## src/rtl/div_unit.sv

```systemverilog
// Sequential 32-bit signed divider (MIPS DIV semantics): quotient to LO, remainder to HI.
// One restoring-division step per clock under a start/done handshake with the control unit.
module div_unit (
    input  logic               clk,
    input  logic               reset,
    input  logic               start,
    input  logic signed [31:0] dividend,
    input  logic signed [31:0] divisor,
    output logic        [31:0] lo_out,
    output logic        [31:0] hi_out,
    output logic               busy,
    output logic               done,
    output logic               div_zero
);

    typedef enum logic [1:0] {
        IDLE   = 2'd0,
        RUN    = 2'd1,
        FINISH = 2'd2
    } state_t;

    state_t      state_q, state_d;
    logic [31:0] quo_q, quo_d;
    logic [31:0] dvs_q, dvs_d;
    logic [31:0] rem_q, rem_d;
    logic [5:0]  cnt_q, cnt_d;
    logic        sign_q_q, sign_q_d;
    logic        sign_r_q, sign_r_d;
    logic [31:0] lo_q, lo_d;
    logic [31:0] hi_q, hi_d;
    logic        busy_q, busy_d;
    logic        done_q, done_d;
    logic        divz_q, divz_d;

    logic [32:0] shifted;
    logic [32:0] trial;

    // Two's-complement negate when neg is set; wraps 0x80000000 onto itself.
    function automatic logic [31:0] cond_neg(input logic [31:0] v, input logic neg);
        return neg ? (~v + 32'd1) : v;
    endfunction

    always_comb begin
        state_d  = state_q;
        quo_d    = quo_q;
        dvs_d    = dvs_q;
        rem_d    = rem_q;
        cnt_d    = cnt_q;
        sign_q_d = sign_q_q;
        sign_r_d = sign_r_q;
        lo_d     = lo_q;
        hi_d     = hi_q;
        busy_d   = busy_q;
        done_d   = 1'b0;
        divz_d   = 1'b0;
        shifted  = {rem_q, quo_q[31]};
        trial    = shifted - {1'b0, dvs_q};

        case (state_q)
            IDLE: begin
                if (start) begin
                    if (divisor == '0) begin
                        divz_d = 1'b1;
                    end else begin
                        quo_d    = cond_neg(dividend, dividend[31]);
                        dvs_d    = cond_neg(divisor, divisor[31]);
                        rem_d    = '0;
                        cnt_d    = '0;
                        sign_q_d = dividend[31] ^ divisor[31];
                        sign_r_d = dividend[31];
                        busy_d   = 1'b1;
                        state_d  = RUN;
                    end
                end
            end
            RUN: begin
                // A set borrow bit means the trial went negative: restore.
                if (!trial[32]) begin
                    rem_d = trial[31:0];
                    quo_d = {quo_q[30:0], 1'b1};
                end else begin
                    rem_d = shifted[31:0];
                    quo_d = {quo_q[30:0], 1'b0};
                end
                cnt_d = cnt_q + 6'd1;
                if (cnt_q == 6'd31) begin
                    state_d = FINISH;
                end
            end
            FINISH: begin
                lo_d    = cond_neg(quo_q, sign_q_q);
                hi_d    = cond_neg(rem_q, sign_r_q);
                done_d  = 1'b1;
                busy_d  = 1'b0;
                state_d = IDLE;
            end
            default: begin
                state_d = IDLE;
            end
        endcase
    end

    always_ff @(posedge clk or negedge reset) begin
        if (!reset) begin
            state_q  <= IDLE;
            quo_q    <= '0;
            dvs_q    <= '0;
            rem_q    <= '0;
            cnt_q    <= '0;
            sign_q_q <= 1'b0;
            sign_r_q <= 1'b0;
            lo_q     <= '0;
            hi_q     <= '0;
            busy_q   <= 1'b0;
            done_q   <= 1'b0;
            divz_q   <= 1'b0;
        end else begin
            state_q  <= state_d;
            quo_q    <= quo_d;
            dvs_q    <= dvs_d;
            rem_q    <= rem_d;
            cnt_q    <= cnt_d;
            sign_q_q <= sign_q_d;
            sign_r_q <= sign_r_d;
            lo_q     <= lo_d;
            hi_q     <= hi_d;
            busy_q   <= busy_d;
            done_q   <= done_d;
            divz_q   <= divz_d;
        end
    end

    assign lo_out   = lo_q;
    assign hi_out   = hi_q;
    assign busy     = busy_q;
    assign done     = done_q;
    assign div_zero = divz_q;

endmodule

```

## config.mk

```make
export PLATFORM = sky130hd
export DESIGN_NAME = div_unit
export DESIGN_NICKNAME = d
export VERILOG_FILES = /design/src/rtl/div_unit.sv
export SDC_FILE = /design/constraint.sdc
export NUM_CORES = 1
export LEC_CHECK = 0
export ABC_AREA = 1
export CAP_MARGIN = 20
export CORE_ASPECT_RATIO = 1.5
export CORE_UTILIZATION = 40
export CTS_CLUSTER_SIZE = 8
export DETAILED_ROUTE_END_ITERATION = 16
export DONT_BUFFER_PORTS = 1
export PLACE_DENSITY = 0.55
export SETUP_SLACK_MARGIN = 0.15
export SLEW_MARGIN = 30
export SYNTH_ARGS = -nofsm -noshare
export SYNTH_HDL_FRONTEND = slang
export SYNTH_SLANG_ARGS = --single-unit
```

## constraint.sdc

```tcl
create_clock -name clk -period 2.15 [get_ports clk]
set_clock_uncertainty 0.15 [all_clocks]
set_input_delay 0.215 -clock clk [delete_from_list [all_inputs] [get_ports clk]]
set_output_delay 0.215 -clock clk [all_outputs]
set_load 0.05 [all_outputs]
```

==> metrics.txt <==
status finished with violations; failing checks hold timing, setup timing; Vias/cell a little over 5; final critical-path required period 2412 ps; RSZ-0062 raised after global routing yes; Net Count, Synth about 2200; Seq cells post-synth 173; Worst-Margin Slew 767.3 ps; first-pass GRT wire length 69.90 mm; crit path cell chain inv_1, ha_1, a21o_1, nor2_1, nand2_2, a21oi_4, buf_12, nand3_4, buf_12, nand2_8, nand2_1, nand3_2, nand2_1; Worst Hold Class in -> async; Setup CP Type reg -> reg; Layout area overhead 41.55%; io pins around 130; worst-path fanout max 7; r2r setup slk -260 ps; Starting Density between 40% and 50%; Slowest Stage Delay on Critical Path ~370 ps; Post-synth EDFFs 0; max-cap violations 0; Worst slew margin around 49%; Clk Latency, worst-skew pair 460 ps; DR DRC count 0; CP startpoint dvs_q[31]; final core utilization between 50% and 60%; CP endpoint rem_q[5]; Reg clk slew, reported paths 80 ps; Clock Sinks ~170; die area about 0.034 mm^2; Max IR drop VDD 0.0005970 V; Crit-path slowest cell dfrtp_1; Std-Cell Rows 81; RePlAce Congestion roughly 0.90; pin count of the biggest net entering global routing around 170; Mapped Cells 2067; number of global-route vias before repair ~13000; core area 0.03274 mm^2; post-route ant nets 0; via count 14284; ratio of cells with drive above 1 in the final layout between 20 and 30%; Die Wd between 150 and 200 um; CTS Buf Count 17; synthesized area per cell ~6.4 um^2; final wirelength ~47 mm; CP endpoint kind register; final hold slack -701.9 ps; fin nets about 2500; Ys Warns 0; CP required around 2400 ps; synth unique cells 51; CTS tree yes; Iteration-0 DRC Markers 878; Cell Area, Synth 0.01333 mm^2; die height ~230 um; maximum level of the CTS H-tree 4; Critical Path AT 2610 ps; Slew Limit Fails 0; Post-synth ARST share 100.0%; CP Launch Type register; Wirelength per Cell roughly 17 um; dpl hpwl ~33 mm; Final WS setup -262.2 ps; Power, Total between 20 and 30 mW; fillers between 3000 and 4000; router iterations before antenna repair 6; maximum clock path buffer count 2; R2R Path Start dvs_q[31]; # setup viols final 36; P_leak ~9.6 nW; post-route clock period utilization 112.2%; ys flop type dfrtp_1; sequential area share after synthesis 32.48%; R2R cell count 13; maximum clock frequency 414.6 MHz; GRT Overall Usage about a quarter; final hold violations between 150 and 200; antenna cells 0; Root Buffer clkbuf_16; FF-to-FF End rem_q[5]; initial antenna violation count 0; PortBufs 0; Congestion Overflow GR 0; pre-CTS WS -262.0 ps; P per Cell Area roughly 1400 mW/mm^2
==> synthesized netlist by cell type (2+ instances only) <==
| cell | number | area, um^2 |
|---|---|---|
| a21oi_1 | 49 | 245.2 |
| a21oi_2 | 2 | 17.52 |
| a21oi_4 | 2 | 32.53 |
| a22oi_1 | 2 | 15.01 |
| a31oi_1 | 4 | 25.02 |
| and2_1 | 3 | 18.77 |
| and3_1 | 3 | 18.77 |
| buf_1 | 3 | 11.26 |
| buf_2 | 10 | 50.05 |
| buf_4 | 8 | 60.06 |
| buf_6 | 8 | 90.09 |
| clkbuf_1 | 32 | 120.1 |
| dfrtp_1 | 173 | 4329 |
| ha_1 | 37 | 462.9 |
| inv_1 | 273 | 1025 |
| inv_2 | 5 | 18.77 |
| nand2_1 | 705 | 2646 |
| nand2_2 | 18 | 112.6 |
| nand2_4 | 6 | 67.56 |
| nand3_1 | 207 | 1036 |
| nand3_2 | 2 | 20.02 |
| nand3b_1 | 12 | 90.09 |
| nand4_1 | 23 | 143.9 |
| nor2_1 | 175 | 656.9 |
| nor2_2 | 4 | 25.02 |
| nor3_1 | 22 | 110.1 |
| nor3_2 | 4 | 40.04 |
| nor4_1 | 7 | 43.79 |
| o211ai_1 | 11 | 82.58 |
| o21a_1 | 2 | 15.01 |
| o21ai_0 | 119 | 595.6 |
| o21ai_1 | 23 | 115.1 |
| o21bai_1 | 5 | 37.54 |
| o22ai_1 | 3 | 18.77 |
| o31ai_1 | 5 | 37.54 |
| or2_1 | 2 | 12.51 |
| or2_2 | 9 | 56.30 |
| xnor2_1 | 9 | 78.83 |
| xor2_1 | 68 | 595.6 |
==> layout make-up <==
type / instances / area, um^2 / area share, %
timing repair buffer: 349 / 3286 / 17.41
sequential: 173 / 4333 / 22.97
inverter: 279 / 1060 / 5.617
multi-input combinational: 1558 / 9061 / 48.03
tap: 415 / 519.2 / 2.752
clock buffer: 18 / 439.2 / 2.328
clock inverter: 14 / 168.9 / 0.8953
==> registers in the layout (all words and copies together), names as in the netlist, 2 cells and up <==
register,flops
dvs_q,32
hi_out,32
lo_out,32
quo_q,32
rem_q,32
cnt_q,6
state_q,2
==> per-stage QoR <==
| stage | cells | instance area (um^2) | setup TNS, ps |
|---|---|---|---|
| 6_report | 2806 | 18870 | -7348 |
| 5_1_grt | 2806 | 18870 | -11850 |
| 4_1_cts | 2768 | 17430 | -5945 |
| 3_5_place_dp | 2641 | 15360 | -7141 |
| 3_3_place_gp | 2641 | 15360 | -6320 |
| 2_1_floorplan | 2067 | 13370 | -1719 |
==> routing by layer <==
layer | wire length, um | global-route usage (%) | vias up
li1 | - | - | 7187
met1 | 20720 | 35.17 | 6644
met2 | 22320 | 43.95 | 366
met3 | 1909 | 3.535 | 87
met4 | 1619 | 9.323 | 0
met5 | 0 | 0 | -
==> worst min-delay path by stage <==
stage,from,to,slack (ps)
floorplan,reset,busy,-230
global placement,reset,hi_out[4],-220
detailed placement,reset,hi_out[6],-220
CTS,reset,rem_q[18],-710
global route,reset,hi_out[6],-720
finish,reset,hi_out[6],-700
==> worst max-delay path, delay by kind of cell (launching register included) <==
family                   cells  cell delay, ps
AO/OA/AOI/OAI                2             330
buffers and inverters        3             410
AND/OR/NAND/NOR              7             710
adder cells (fa/ha/maj)      1             340
flip-flops                   1             370
==> power breakdown <==
part / leakage (nW) / internal [mW] / switching, mW / total (mW)
sequential: 1.98 / 4.04 / 0.870 / 4.91
combinational: 7.27 / 8.02 / 10.3 / 18.3
clock: 0.299 / 1.70 / 1.57 / 3.27
==> placed cells by master, fill, tap and decap left out, types with 23 or more instances in the layout <==
cell,instances
dfrtp_1,170
clkbuf_16,24
o21ai_0,80
nor2_1,149
nand3_1,133
nand2_1,633
dlygate4sd3_1,71
o21ai_1,43
nand2_4,23
buf_4,219
nand3_2,64
buf_6,28
a21oi_1,44
nand2_2,69
xor2_1,67
nand4_1,23
inv_1,264
==> logic make-up after synthesis <==
family / Yosys count / synth area share [%]
and+or+nand+nor: 1208 / 38.86
buffers and inverters: 341 / 10.51
AOI/OAI and AO/OA: 230 / 9.462
DFF: 173 / 32.48
xor gates and xnor gates: 77 / 5.060
adders and majority gates: 38 / 3.623
==> repair_timing <==
action	4_1_cts	5_1_grt
resized for setup	113	266
endpoints found under the hold margin	236	174
setup endpoints to repair	60	132
pin swaps	45	90
hold buffers	75	1
cloned	5	9
setup buffers	15	31
No activity file was read; power rests on OpenSTA's default activity.
